===== config.mk =====
export PLATFORM = sky130hd
export DESIGN_NAME = ram_arbiter
export DESIGN_NICKNAME = d
export VERILOG_FILES = /design/src/rtl/ram_arb_pkg.sv /design/src/rtl/rr_picker.sv /design/src/rtl/ram_arbiter.sv
export SDC_FILE = /design/constraint.sdc
export NUM_CORES = 1
export LEC_CHECK = 0
export ABC_AREA = 1
export CAP_MARGIN = 0
export CORE_UTILIZATION = 30
export CTS_BUF_LIST = sky130_fd_sc_hd__clkbuf_8
export CTS_CLUSTER_SIZE = 14
export DETAILED_ROUTE_END_ITERATION = 16
export GPL_TIMING_DRIVEN = 1
export PLACE_DENSITY_LB_ADDON = 0.12
export SLEW_MARGIN = 25
export SYNTH_ARGS = -nofsm -noshare
export SYNTH_HDL_FRONTEND = slang
export SYNTH_SLANG_ARGS = --single-unit

===== constraint.sdc =====
create_clock -name i_clk -period 6.2 [get_ports i_clk]
set_clock_uncertainty 0.2 [all_clocks]
set_input_delay 1.55 -clock i_clk [delete_from_list [all_inputs] [get_ports i_clk]]
set_output_delay 1.55 -clock i_clk [all_outputs]
set_load 0.005 [all_outputs]

===== src/rtl/ram_arb_pkg.sv =====
// Shared types and helpers for the RAM arbiter: FSM state encoding, default widths,
// and a one-hot to index converter.
package ram_arb_pkg;

  localparam int DEF_NUM_CORES = 3;
  localparam int DEF_ADDR_W    = 16;
  localparam int DEF_DATA_W    = 16;
  localparam int MAX_CORES     = 8;

  typedef enum logic [1:0] {
    IDLE  = 2'd0,
    ISSUE = 2'd1,
    RDATA = 2'd2
  } state_t;

  // Highest set bit wins if more than one is set; callers pass one-hot vectors.
  function automatic logic [2:0] onehot_to_idx(input logic [MAX_CORES-1:0] oh);
    logic [2:0] idx;
    idx = '0;
    for (int k = 0; k < MAX_CORES; k++) begin
      if (oh[k]) idx = 3'(k);
    end
    return idx;
  endfunction

endpackage


===== src/rtl/rr_picker.sv =====
// Combinational winner selection: round-robin starting after the last grant, or a plain
// lowest-index priority encoder when RAM_ARB_FIXED_PRIO_EN is defined.
module rr_picker #(
  parameter int NUM_CORES = 3,
  parameter int IDX_W     = $clog2(NUM_CORES)
) (
  input  logic [NUM_CORES-1:0] i_req,
  input  logic [IDX_W-1:0]     i_last_gnt,
  output logic [IDX_W-1:0]     o_winner,
  output logic                 o_any
);

  assign o_any = |i_req;

`ifdef RAM_ARB_FIXED_PRIO_EN
  always_comb begin
    o_winner = '0;
    for (int k = NUM_CORES - 1; k >= 0; k--) begin
      if (i_req[k]) o_winner = IDX_W'(k);
    end
  end
`else
  logic [IDX_W:0]     w_start;
  logic [IDX_W:0]     w_off;
  logic [IDX_W:0]     w_sum;
  logic [NUM_CORES-1:0] w_rot;

  // Rotate the request vector so the core after last_gnt sits at bit 0, then find the
  // lowest set bit and map the offset back to a core index.
  always_comb begin
    w_start = (i_last_gnt == IDX_W'(NUM_CORES - 1)) ? '0
                                                    : {1'b0, i_last_gnt} + (IDX_W + 1)'(1);
    w_rot   = NUM_CORES'({i_req, i_req} >> w_start);
    w_off   = '0;
    for (int k = NUM_CORES - 1; k >= 0; k--) begin
      if (w_rot[k]) w_off = (IDX_W + 1)'(k);
    end
    w_sum = w_start + w_off;
    if (w_sum >= (IDX_W + 1)'(NUM_CORES)) w_sum = w_sum - (IDX_W + 1)'(NUM_CORES);
    o_winner = w_sum[IDX_W-1:0];
  end
`endif

endmodule


===== src/rtl/ram_arbiter.sv =====
// Request/grant arbiter serialising NUM_CORES cores onto one single-port RAM, one access
// in flight. Define RAM_ARB_FIXED_PRIO_EN for fixed lowest-index-wins priority.
module ram_arbiter
  import ram_arb_pkg::*;
#(
  parameter int NUM_CORES = DEF_NUM_CORES,
  parameter int ADDR_W    = DEF_ADDR_W,
  parameter int DATA_W    = DEF_DATA_W
) (
  input  logic                        i_clk,
  input  logic                        i_rst_n,
  input  logic [NUM_CORES-1:0]        i_core_req,
  input  logic [NUM_CORES-1:0]        i_core_we,
  input  logic [NUM_CORES*ADDR_W-1:0] i_core_addr,
  input  logic [NUM_CORES*DATA_W-1:0] i_core_wdata,
  output logic [NUM_CORES-1:0]        o_core_gnt,
  output logic [NUM_CORES-1:0]        o_core_rvalid,
  output logic [DATA_W-1:0]           o_core_rdata,
  output logic                        o_ram_read,
  output logic                        o_ram_write,
  output logic [ADDR_W-1:0]           o_ram_addr,
  output logic [DATA_W-1:0]           o_ram_din,
  input  logic [DATA_W-1:0]           i_ram_dout
);

  localparam int IDX_W = $clog2(NUM_CORES);

  state_t               r_state, w_state_next;
  logic [IDX_W-1:0]     r_last_gnt, w_last_gnt_next;
  logic [IDX_W-1:0]     r_owner, w_owner_next;
  logic [NUM_CORES-1:0] r_gnt, w_gnt_next;
  logic [NUM_CORES-1:0] r_rvalid, w_rvalid_next;
  logic [DATA_W-1:0]    r_rdata, w_rdata_next;
  logic                 r_ram_read, w_ram_read_next;
  logic                 r_ram_write, w_ram_write_next;
  logic [ADDR_W-1:0]    r_ram_addr, w_ram_addr_next;
  logic [DATA_W-1:0]    r_ram_din, w_ram_din_next;

  logic [IDX_W-1:0]     w_winner;
  logic                 w_any;
  logic [ADDR_W-1:0]    w_addr_arr  [NUM_CORES];
  logic [DATA_W-1:0]    w_wdata_arr [NUM_CORES];

  for (genvar gi = 0; gi < NUM_CORES; gi++) begin : g_unpack
    assign w_addr_arr[gi]  = i_core_addr[gi*ADDR_W +: ADDR_W];
    assign w_wdata_arr[gi] = i_core_wdata[gi*DATA_W +: DATA_W];
  end

  rr_picker #(
    .NUM_CORES (NUM_CORES),
    .IDX_W     (IDX_W)
  ) u_picker (
    .i_req      (i_core_req),
    .i_last_gnt (r_last_gnt),
    .o_winner   (w_winner),
    .o_any      (w_any)
  );

  always_comb begin
    w_state_next     = r_state;
    w_last_gnt_next  = r_last_gnt;
    w_owner_next     = r_owner;
    w_gnt_next       = '0;
    w_rvalid_next    = '0;
    w_rdata_next     = r_rdata;
    w_ram_read_next  = 1'b0;
    w_ram_write_next = 1'b0;
    w_ram_addr_next  = '0;
    w_ram_din_next   = '0;
    case (r_state)
      IDLE: begin
        if (w_any) begin
          w_state_next         = ISSUE;
          w_last_gnt_next      = w_winner;
          w_owner_next         = w_winner;
          w_gnt_next[w_winner] = 1'b1;
          w_ram_read_next      = ~i_core_we[w_winner];
          w_ram_write_next     = i_core_we[w_winner];
          w_ram_addr_next      = w_addr_arr[w_winner];
          w_ram_din_next       = i_core_we[w_winner] ? w_wdata_arr[w_winner] : '0;
        end
      end
      ISSUE: w_state_next = r_ram_read ? RDATA : IDLE;
      RDATA: begin
        // RAM output is valid in this cycle; the pulse appears as we re-enter IDLE.
        w_rdata_next           = i_ram_dout;
        w_rvalid_next[r_owner] = 1'b1;
        w_state_next           = IDLE;
      end
      default: w_state_next = IDLE;
    endcase
  end

  always_ff @(posedge i_clk or negedge i_rst_n) begin
    if (!i_rst_n) begin
      r_state     <= IDLE;
      r_last_gnt  <= IDX_W'(NUM_CORES - 1);
      r_owner     <= '0;
      r_gnt       <= '0;
      r_rvalid    <= '0;
      r_rdata     <= '0;
      r_ram_read  <= 1'b0;
      r_ram_write <= 1'b0;
      r_ram_addr  <= '0;
      r_ram_din   <= '0;
    end else begin
      r_state     <= w_state_next;
      r_last_gnt  <= w_last_gnt_next;
      r_owner     <= w_owner_next;
      r_gnt       <= w_gnt_next;
      r_rvalid    <= w_rvalid_next;
      r_rdata     <= w_rdata_next;
      r_ram_read  <= w_ram_read_next;
      r_ram_write <= w_ram_write_next;
      r_ram_addr  <= w_ram_addr_next;
      r_ram_din   <= w_ram_din_next;
    end
  end

  assign o_core_gnt    = r_gnt;
  assign o_core_rvalid = r_rvalid;
  assign o_core_rdata  = r_rdata;
  assign o_ram_read    = r_ram_read;
  assign o_ram_write   = r_ram_write;
  assign o_ram_addr    = r_ram_addr;
  assign o_ram_din     = r_ram_din;

endmodule


# Word-level counts from Yosys, hierarchy flattened
# Index checks and enable logic that the tools add are counted.
# W data, S select, Z words.
[word_totals]
register_bits = 62
in_bits = 120
out_inout_bits = 56
wordCells = 63
[op_classes]
mux = 32
bitwise = 2
magnitude_cmp = 6
n_shift = 1
add_sub_neg = 3
n_eq_ne = 4
n_reduce_logical = 5
[ops]
columns = ["cell", "n"]
rows = [
  ["$mux W16", 9],
  ["$bmux W16 S2", 2],
  ["$mux W2", 6],
  ["$mux W3", 4],
  ["$mux W1", 7],
  ["$lt A2 B3 Y1 const B", 2],
  ["$shr A6 B3 Y3", 1],
  ["$demux W1 S2", 2],
  ["$eq A2 B2 Y1 const B", 2],
  ["$ge A2 B1 Y1 const B", 2],
  ["$pmux W2 S2", 1],
  ["$add A2 B1 Y3 const B", 1],
  ["$add A3 B2 Y3", 1],
  ["$ge A3 B2 Y1 const B", 1],
  ["$ge A3 B3 Y1 const B", 1],
  ["$not A2 Y3", 1],
  ["$reduce_or A3 Y1", 1],
  ["$bmux W1 S2", 1],
  ["$eq A2 B1 Y1 const B", 1],
  ["$logic_and A1 B1 Y1", 2],
  ["$logic_not A2 Y1", 1],
  ["$ne A2 B1 Y1 const B", 1],
  ["$reduce_and A2 Y1", 1],
  ["$sub A2 B2 Y2 const B", 1],
  ["$not A1 Y1", 1],
]

# Longest topological paths before layout
# Gate-level depths: netlist of run 1.
[depth]
word_depth = 16
ltp_mapped = 20
ltp_nobuf = 20

# Modules after synthesis
# From an unflattened synthesis of run 1, not the netlist that was laid out.
[unflattened]
cells_unflattened = 417
hier_area_um2 = 3179.3
[by_module_without_submodules]
columns = ["mod", "cells_per_inst", "seq_area_each_um2", "instances", "area_per_inst_um2"]
rows = [
  ["ram_arbiter", 370, 1527.7, 1, 2906.5],
  ["rr_picker", 47, 0.0, 1, 272.8],
]

# Worst setup path before layout of run 1
# Ideal clock, no wire load.
[synth_path]
kind = "in2reg"
start = "in i_core_req[1]"
end = "reg r_ram_din[0] (netlist: o_ram_din[0])"
setup_slack_ns = 1.971
required_time_ns = 5.882
stages = 19
t_arrival_ns = 3.911
n_path_buf = 1
setup_time_ns = 0.118
path_cell_list = "inv_1 > o22ai_1 > a21oi_1 > a21oi_1 > nor2_1 > ha_1 > inv_1 > fa_1 > inv_1 > ha_1 > a21oi_1 > nand3_2 > nand2_1 > nand2_2 > nand2_1 > nand2_2 > nand3_4 > buf_6 > nor2_2"
[synth_via]
elab_chain_len = 14
elab_cells_between_ends = 18
cone_classes = "add/sub (2); order compare (1); shift (1); mux (12); bitwise (1); reduce/logical (1)"
[synth_rtl]
columns = ["element", "line_no", "text"]
rows = [
  ["start: declaration", "ram_arbiter.sv:12", "input logic [NUM_CORES-1:0] i_core_req,"],
  ["$shr A6 B3 Y3", "rr_picker.sv:33", "w_rot = NUM_CORES'({i_req, i_req} >> w_start);"],
  ["$mux W2 (3 in series)", "rr_picker.sv:36", "if (w_rot[k]) w_off = (IDX_W + 1)'(k);"],
  ["$add A3 B2 Y3", "rr_picker.sv:38", "w_sum = w_start + w_off;"],
  ["$ge A3 B2 Y1 / $sub A2 B2 Y2 (equally long branches)", "rr_picker.sv:39", "if (w_sum >= (IDX_W + 1)'(NUM_CORES)) w_sum = w_sum - (IDX_W + 1)'(NUM_CORES);"],
  ["$mux W2", "rr_picker.sv:39", ""],
  ["$not A2 Y3 (implied by the code)", "ram_arbiter.sv:80", "w_ram_din_next = i_core_we[w_winner] ? w_wdata_arr[w_winner] : '0;"],
  ["$bmux W16 S2", "ram_arbiter.sv:80", ""],
  ["$mux W16 (implied by the code) (2 in series)", "ram_arbiter.sv:80", ""],
  ["$mux W16", "ram_arbiter.sv:80", ""],
  ["$mux W16 (*)", "ram_arbiter.sv:72", "if (w_any) begin"],
  ["$mux W16 (*)", "ram_arbiter.sv:70", "case (r_state)"],
  ["named net w_ram_din_next[0]", "ram_arbiter.sv:37", "logic [DATA_W-1:0] r_ram_din, w_ram_din_next;"],
  ["end signal: assignment", "ram_arbiter.sv:116", "r_ram_din <= w_ram_din_next;"],
  ["end: declaration", "ram_arbiter.sv:37", ""],
]
# Mark *: on every way through the listed nets, which the timed path passes. The rest lies on a longest branch. The select of a mux whose other input is x is not followed.
# A chain may end at the register's enable or synchronous reset.

# Worst setup path in the final report of run 1
[layout_path]
start = "in i_core_req[2]"
end = "reg r_ram_addr[14] (netlist: o_ram_addr[14])"
[layout_via]
elab_chain_len = 13
elab_cells_between_ends = 15
cone_classes = "add/sub (2); order compare (1); shift (1); mux (9); bitwise (1); reduce/logical (1)"
[layout_rtl]
columns = ["element", "line_no", "text"]
rows = [
  ["$shr A6 B3 Y3", "rr_picker.sv:33", ""],
  ["$mux W2 (3 in series)", "rr_picker.sv:36", ""],
  ["$add A3 B2 Y3", "rr_picker.sv:38", ""],
  ["$ge A3 B2 Y1 / $sub A2 B2 Y2 (equally long branches)", "rr_picker.sv:39", ""],
  ["$mux W2", "rr_picker.sv:39", ""],
  ["$not A2 Y3 (implied by the code)", "ram_arbiter.sv:79", "w_ram_addr_next = w_addr_arr[w_winner];"],
  ["$bmux W16 S2", "ram_arbiter.sv:79", ""],
  ["$mux W16 (implied by the code) (2 in series)", "ram_arbiter.sv:79", ""],
  ["$mux W16 (*)", "ram_arbiter.sv:72", ""],
  ["$mux W16 (*)", "ram_arbiter.sv:70", ""],
  ["named net w_ram_addr_next[14]", "ram_arbiter.sv:36", "logic [ADDR_W-1:0] r_ram_addr, w_ram_addr_next;"],
  ["end signal: assignment", "ram_arbiter.sv:115", "r_ram_addr <= w_ram_addr_next;"],
  ["end: declaration", "ram_arbiter.sv:36", ""],
]
# Marks and branches as above.

==> metrics.csv, run 1 <==
stage;metric;value;unit
power_and_ir_drop;Leak;2.34;nW
clock_tree;Worst-path clk slew;0.08;ns
sta;Worst-Margin Slew;0.779;ns
clock_tree;CTS tree;done;
synthesis;Netlist cell types;27;
synthesis;Most used DFF post-synth;dfrtp_1;
synthesis;synth cell count leaders;nand2_1, dfrtp_1, nand3_1, nor2_1, inv_1;
sta;Final setup violation count;0;
placement;Post-DP HPWL;6920;um
route;routed via count;3045;
power_and_ir_drop;Max VDD drop;0.640;mV
synthesis;post-synthesis cell count;363;
route;Routed WL;9160;um
worst_hold_path;HP Class;flop to flop;
setup_path;WS Path Type;input port to flop;
clock_tree;clock tree buffer depth;2;
setup_path;critical path capture point type;flop;
job;max_cap viols;0;
power_and_ir_drop;total power;3.48;mW
sta;final worst path period need;5.36;ns
worst_hold_path;Endpoint, Worst Hold;r_state[1]$_DFFE_PN0P_;
power_and_ir_drop;pwr/cell area;683;mW/mm^2
synthesis;post-synthesis register bit count;61;
setup_path;Setup crit start kind;input port;
synthesis;share of the synthesized area in the top cell type;49.1;%
sta;max_slew headroom;47.9;%
placement;IO buf count;175;
placement;global placement routability congestion;0.828;
setup_path;CP max FO;28;
finish;Area growth syn-to-layout;66.9;%
clock_tree;number of CTS-inserted buffers;9;
route;DRC;0;
route;DR pass1 iterations;4;
synthesis;syn_area_per_cell;8.42;um^2
setup_path;R2R Path Start;r_last_gnt[1]$_DFFE_PN1P_;
worst_hold_path;min-delay src;r_state[1]$_DFFE_PN0P_;
sta;Max Slew Vio Count;0;
finish;Ant. Diodes;0;
setup_path;critical path data required time;6.27;ns
global_routing;pin count of the biggest net entering global routing;62;
global_routing;initial antenna violation count;0;
route;routed len/inst;13.5;um
setup_path;setup slack, reg-to-reg;1.85;ns
floorplanning;Die Area;0.0106;mm^2
synthesis;sequential fraction of the synthesis area;50.0;%
synthesis;Netlist Area Pre-Place;0.00306;mm^2
synthesis;Synth area leader;dfrtp_1;
global_routing;first-pass GRT wire length;13700;um
clock_tree;H-tree depth;3;
finish;final net count;662;
finish;layout cells sized above 1;11.6;%
floorplanning;Placeable Area;0.00982;mm^2
sta;TNS Setup;0;ns
sta;crit share post-route;86.5;%
clock_tree;Post-CTS Setup Inserts;0;
synthesis;Synth Net Count;486;
floorplanning;Die X;103;um
route;DR vias/cell;4.50;
finish;Post-Route Utilization;51.9;%
floorplanning;I/O pin count;176;
clock_tree;CTS resizes;0;
outcome;run status;finished, final reports clean;
floorplanning;die height;103;um
clock_tree;Post-CTS Hold Buffers;0;
global_routing;vias in the first global route;2957;
global_routing;Global Route Usage Sum;17.1;%
worst_hold_path;Hold Path Cell Cnt;1;
sta;final hold vios;0;
setup_path;Critical Path AT;5.43;ns
clock_tree;Clock Sinks;61;
route;1st-iter DRT viols;89;
synthesis;top-count cell post-synth;nand2_1;
synthesis;synth warn;0;
floorplanning;Initial Utilization;31.1;%
global_routing;global route overflow;0;
setup_path;Worst R2R End;o_ram_addr[14]$_DFF_PN0_;
clock_tree;worst skew pair latency;0.33;ns
synthesis;ys async rst share;100;%
synthesis;EDFF count, synth;0;
sta;RSZ-0062 raised after global routing;false;
synthesis;largest cells by area after synthesis;dfrtp_1, nand2_1, nand3_1;
clock_tree;CTS Root Cell;clkbuf_8;
route;DRT antenna net count;0;
finish;fillcell total;956;
floorplanning;# rows;36;
sta;Max Clk Rate;0.187;GHz
setup_path;FF-to-FF path depth;19;
[layer usage]
layer	part of all wire (%)	global-route usage [%]	up-vias
met3	9.9	5.63	12
li1	-	-	1508
met4	1.7	6.61	0
met2	48	28.3	127
met5	0	0	-
met1	41	20.6	1398
[per-stage QoR]
step | instances | instance area [um^2] | hold WS [ns] | setup WS (ns)
floorplan | 363 | 3060 | 0.222 | 1.97
global placement | 661 | 4900 | 0.236 | 0.697
detailed placement | 661 | 4900 | 0.245 | 0.488
CTS | 677 | 5100 | 0.256 | 0.827
global route | 677 | 5100 | 0.269 | 0.395
finish | 677 | 5100 | 0.252 | 0.840
[registers in the layout (all words and copies together), names as in the netlist]
name and flops:
o_core_rdata 16, o_ram_addr 16, o_ram_din 16, o_core_gnt 3, o_core_rvalid 3, r_last_gnt 2, r_state 2, o_ram_read 1
o_ram_write 1, r_owner 1
[cell type report]
type                            count  area [um^2]  area share [%]
Clock inverter                      7         75.1            1.47
Clock buffer                        9          124            2.43
Tap cell                          133          166            3.26
Timing Repair Buffer              178         1770            34.7
Multi-Input combinational cell    258         1320            25.9
Sequential cell                    61         1530            30.0
Inverter                           31          116            2.28
[worst max path at each step]
| stage | cells past startpoint | slack [ns] | to | start |
|---|---|---|---|---|
| after CTS | 19 | 0.83 | o_ram_addr[6]$_DFF_PN0_ | i_core_req[2] |
| after detailed placement | 19 | 0.49 | o_ram_addr[6]$_DFF_PN0_ | i_core_req[2] |
| after global placement | 19 | 0.70 | o_ram_addr[2]$_DFF_PN0_ | i_core_req[2] |
| after global routing | 19 | 0.39 | o_ram_addr[10]$_DFF_PN0_ | i_core_req[2] |
| after floorplan | 19 | 1.97 | o_ram_din[0]$_DFF_PN0_ | i_core_req[1] |
| final | 19 | 0.84 | o_ram_addr[14]$_DFF_PN0_ | i_core_req[2] |
[worst max-delay path, stage by stage]
cell             delay (ns)
clkdlybuf4s50_1        0.51
inv_1                  0.08
o22ai_1                0.17
a21oi_1                0.06
a21oi_1                0.17
nor2_1                 0.06
ha_1                   0.17
inv_1                  0.06
fa_1                   0.43
inv_1                  0.12
ha_1                   0.23
a21oi_1                0.12
nand3_2                0.11
nand2_1                0.08
nand2_2                0.40
nand2_2                0.28
nor2_1                 0.61
nand2_1                0.11
nand3_1                0.10
[power by group]
group / leakage, nW / internal, mW / switching, mW
Combinational: 1.46 / 0.892 / 1.62
Sequential: 0.788 / 0.557 / 0.0557
Clock: 0.0918 / 0.187 / 0.169
[placed cells by master (no fill, tap or decap), types with 9 or more instances in the layout]
cell,n
nand2_2,9
nor2_2,9
nand3_1,46
nand2_1,97
dfrtp_1,60
a21oi_1,9
nor2_1,46
mux2_2,16
inv_1,30
clkdlybuf4s50_1,174
clkbuf_8,9
[logic make-up (layout without fill, tap and decap cells)]
group | count (synthesis) | count (layout) | synth area share [%]
and+or+nand+nor | 222 | 222 | 32.8
DFF | 61 | 61 | 50.0
buffers and inverters | 44 | 225 | 6.76
AOI/OAI and AO/OA | 17 | 17 | 3.03
muxes | 16 | 16 | 5.90
adders and majority gates | 3 | 3 | 1.47
(Power assumes the default switching activity.)
==> inputs of run 2 (changes only) <==
--- a/config.mk
+++ b/config.mk
@@ -6,6 +6,7 @@
 export NUM_CORES = 1
 export LEC_CHECK = 0
 export ABC_AREA = 1
+export ABC_CLOCK_PERIOD_IN_PS = 6200
 export CAP_MARGIN = 0
 export CORE_UTILIZATION = 30
 export CTS_BUF_LIST = sky130_fd_sc_hd__clkbuf_8
==> results of run 2 <==
Same layout as run 1: the final DEF is identical, and so are final timing and power.
==> edit, RTL diff (flow settings as in run 1) <==
Reset style: synchronous (`i_rst_n`), changed in one clocked block.
--- a/src/rtl/ram_arbiter.sv
+++ b/src/rtl/ram_arbiter.sv
@@ -91,7 +91,7 @@
     endcase
   end
 
-  always_ff @(posedge i_clk or negedge i_rst_n) begin
+  always_ff @(posedge i_clk) begin
     if (!i_rst_n) begin
       r_state     <= IDLE;
       r_last_gnt  <= IDX_W'(NUM_CORES - 1);
Check against the original RTL: differs if i_rst_n is asserted again (counterexample within 4 cycles, from zero or initial values and one cycle with i_rst_n low); with i_rst_n held inactive, the same outputs for 10 cycles.
==> edit against run 1 <==
Global-route usage decreased by 0.42 points. Area after synthesis down 3.6%. Final area shrank 4.1%. Routed wire length is 6.2% lower. Cell count up 6.1%. Power is 28% lower. Synthesized cell count is 16% higher. Sequential cell count is the same. Non-clock buffer count down 3. Worst setup slack improved by 300 ps.
==> edit: results (changes against run 1) <==
synthesis:
  synthAdderAreaFrac_pct: 1.10  # was 1.47%
  synth_xor_area_share_pct: 0.552  # was 0%
  syn-num-nets: 543  # was 486
  synth_common_cells: "nand2_1, nor2_1, dfxtp_1, a21oi_1, inv_1"  # was nand2_1, dfrtp_1, nand3_1, nor2_1, inv_1
  async_flop_share_pct: 0  # was 100%
  synth_cell_types: 28  # was 27
  synth_compound_gate_area_share_pct: 12.1  # was 3.03%
  synth.area.top_cells: "dfxtp_1, nand2_1, nor2_1"  # was dfrtp_1, nand2_1, nand3_1
  yosysSeqAreaShare_pct: 41.4  # was 50.0%
  muxShareOfSynthArea_pct: 0  # was 5.90%
final_layout:
  num-fill-cells: 968  # was 956
  nFlopsAndLatches: 61  # unchanged
  seq_area_mm2: 0.00122  # was 0.00153 mm2
  design_area_mm2: 0.00489  # was 0.00510 mm2
  buffer_area_share_pct: 35.8  # was 34.7%
  clock_buffers: 10  # was 9
  inverters_excl_clock: 35  # was 31
  nNetsFinal: 707  # was 662
  n_all_buffers: 175  # was 178
  drive_above_1_share_pct: 6.28  # was 11.6%
  multi_input_comb_cells: 303  # was 258
  clkCellAreaFrac_pct: 3.25  # was 3.90%
  multi_input_area_share_pct: 29.9  # was 25.9%
pwr:
  p_clk_mw: 0.289  # was 0.356 mW
  comb-power_mw: 1.73  # was 2.51 mW
  p_sw_share_pct: 51.9  # was 53.0%
  irDropWorstVdd_mv: 0.375  # was 0.640 mV
  leakage_nw: 2.12  # was 2.34 nW
global_routing:
  grt_pass1_wl_um: 13400  # was 13,700 um
  use_met1_pct: 18.4  # was 20.6%
  grt_use_met2_pct: 29.0  # was 28.3%
  grt_pass1_vias: 2898  # was 2,957
  grt_max_degree: 70  # was 62
  grt_usage_pct: 16.7  # was 17.1%
  met3_usage_pct: 6.87  # was 5.63%
routing:
  wl_met2_um: 4120  # was 4380 um
  met3WireLength_um: 784  # was 905 um
  drt_iter0_drc: 92  # was 89
  drt-vias-per-instance: 4.35  # was 4.50
  wire_per_inst_um: 12.0  # was 13.5 um
  wl_met1_um: 3550  # was 3720 um
setup_path:
  cp_max_fo: 69  # was 28
  cp.arrival_ps: 5110  # was 5430 ps
placed_design:
  place_congestion: 0.805  # was 0.828
  dp_hpwl_um: 6360  # was 6920 um
  placed_area_mm2: 0.00473  # was 0.00490 mm2
outcome:
  outcome: "finished clean"  # unchanged
cts:
  clock_latency_ps: 320
  clkTransAtPathRegs_ps: 70
-- edit: critical path, stage by stage --
cell and delay, ps:
clkdlybuf4s50_1 460, nand3_1 110, nand2_1 50, inv_1 60
nand2_2 80, nor4_1 380, fa_1 510, ha_1 250
nor2_4 180, nand2_2 140, nand3_4 250, nand2_4 400
nand2_1 160, nand2_1 60, nand2_1 110, nand3_4 190
nor2_1 160
-- edit: stage by stage --
step           utilization [%]  instances  power [mW]
2_1_floorplan                -        421        1.97
3_3_place_gp              50.4        703        2.23
3_5_place_dp              50.4        703        2.25
4_1_cts                   52.1        718        2.56
5_1_grt                   52.2        718        2.78
6_report                  52.2        718        2.50
-- edit: worst paths after layout --
kind | start | to | slack (ps) | cells past startpoint
worst min register to register | r_owner[1] | o_core_rvalid[2] | 280 | 2
worst min-delay path | r_owner[1] | o_core_rvalid[2] | 280 | 2
worst max register to register | r_last_gnt[0] | o_ram_din[10] | 2230 | 17
worst max-delay path | i_core_req[1] | o_ram_din[10] | 1140 | 17
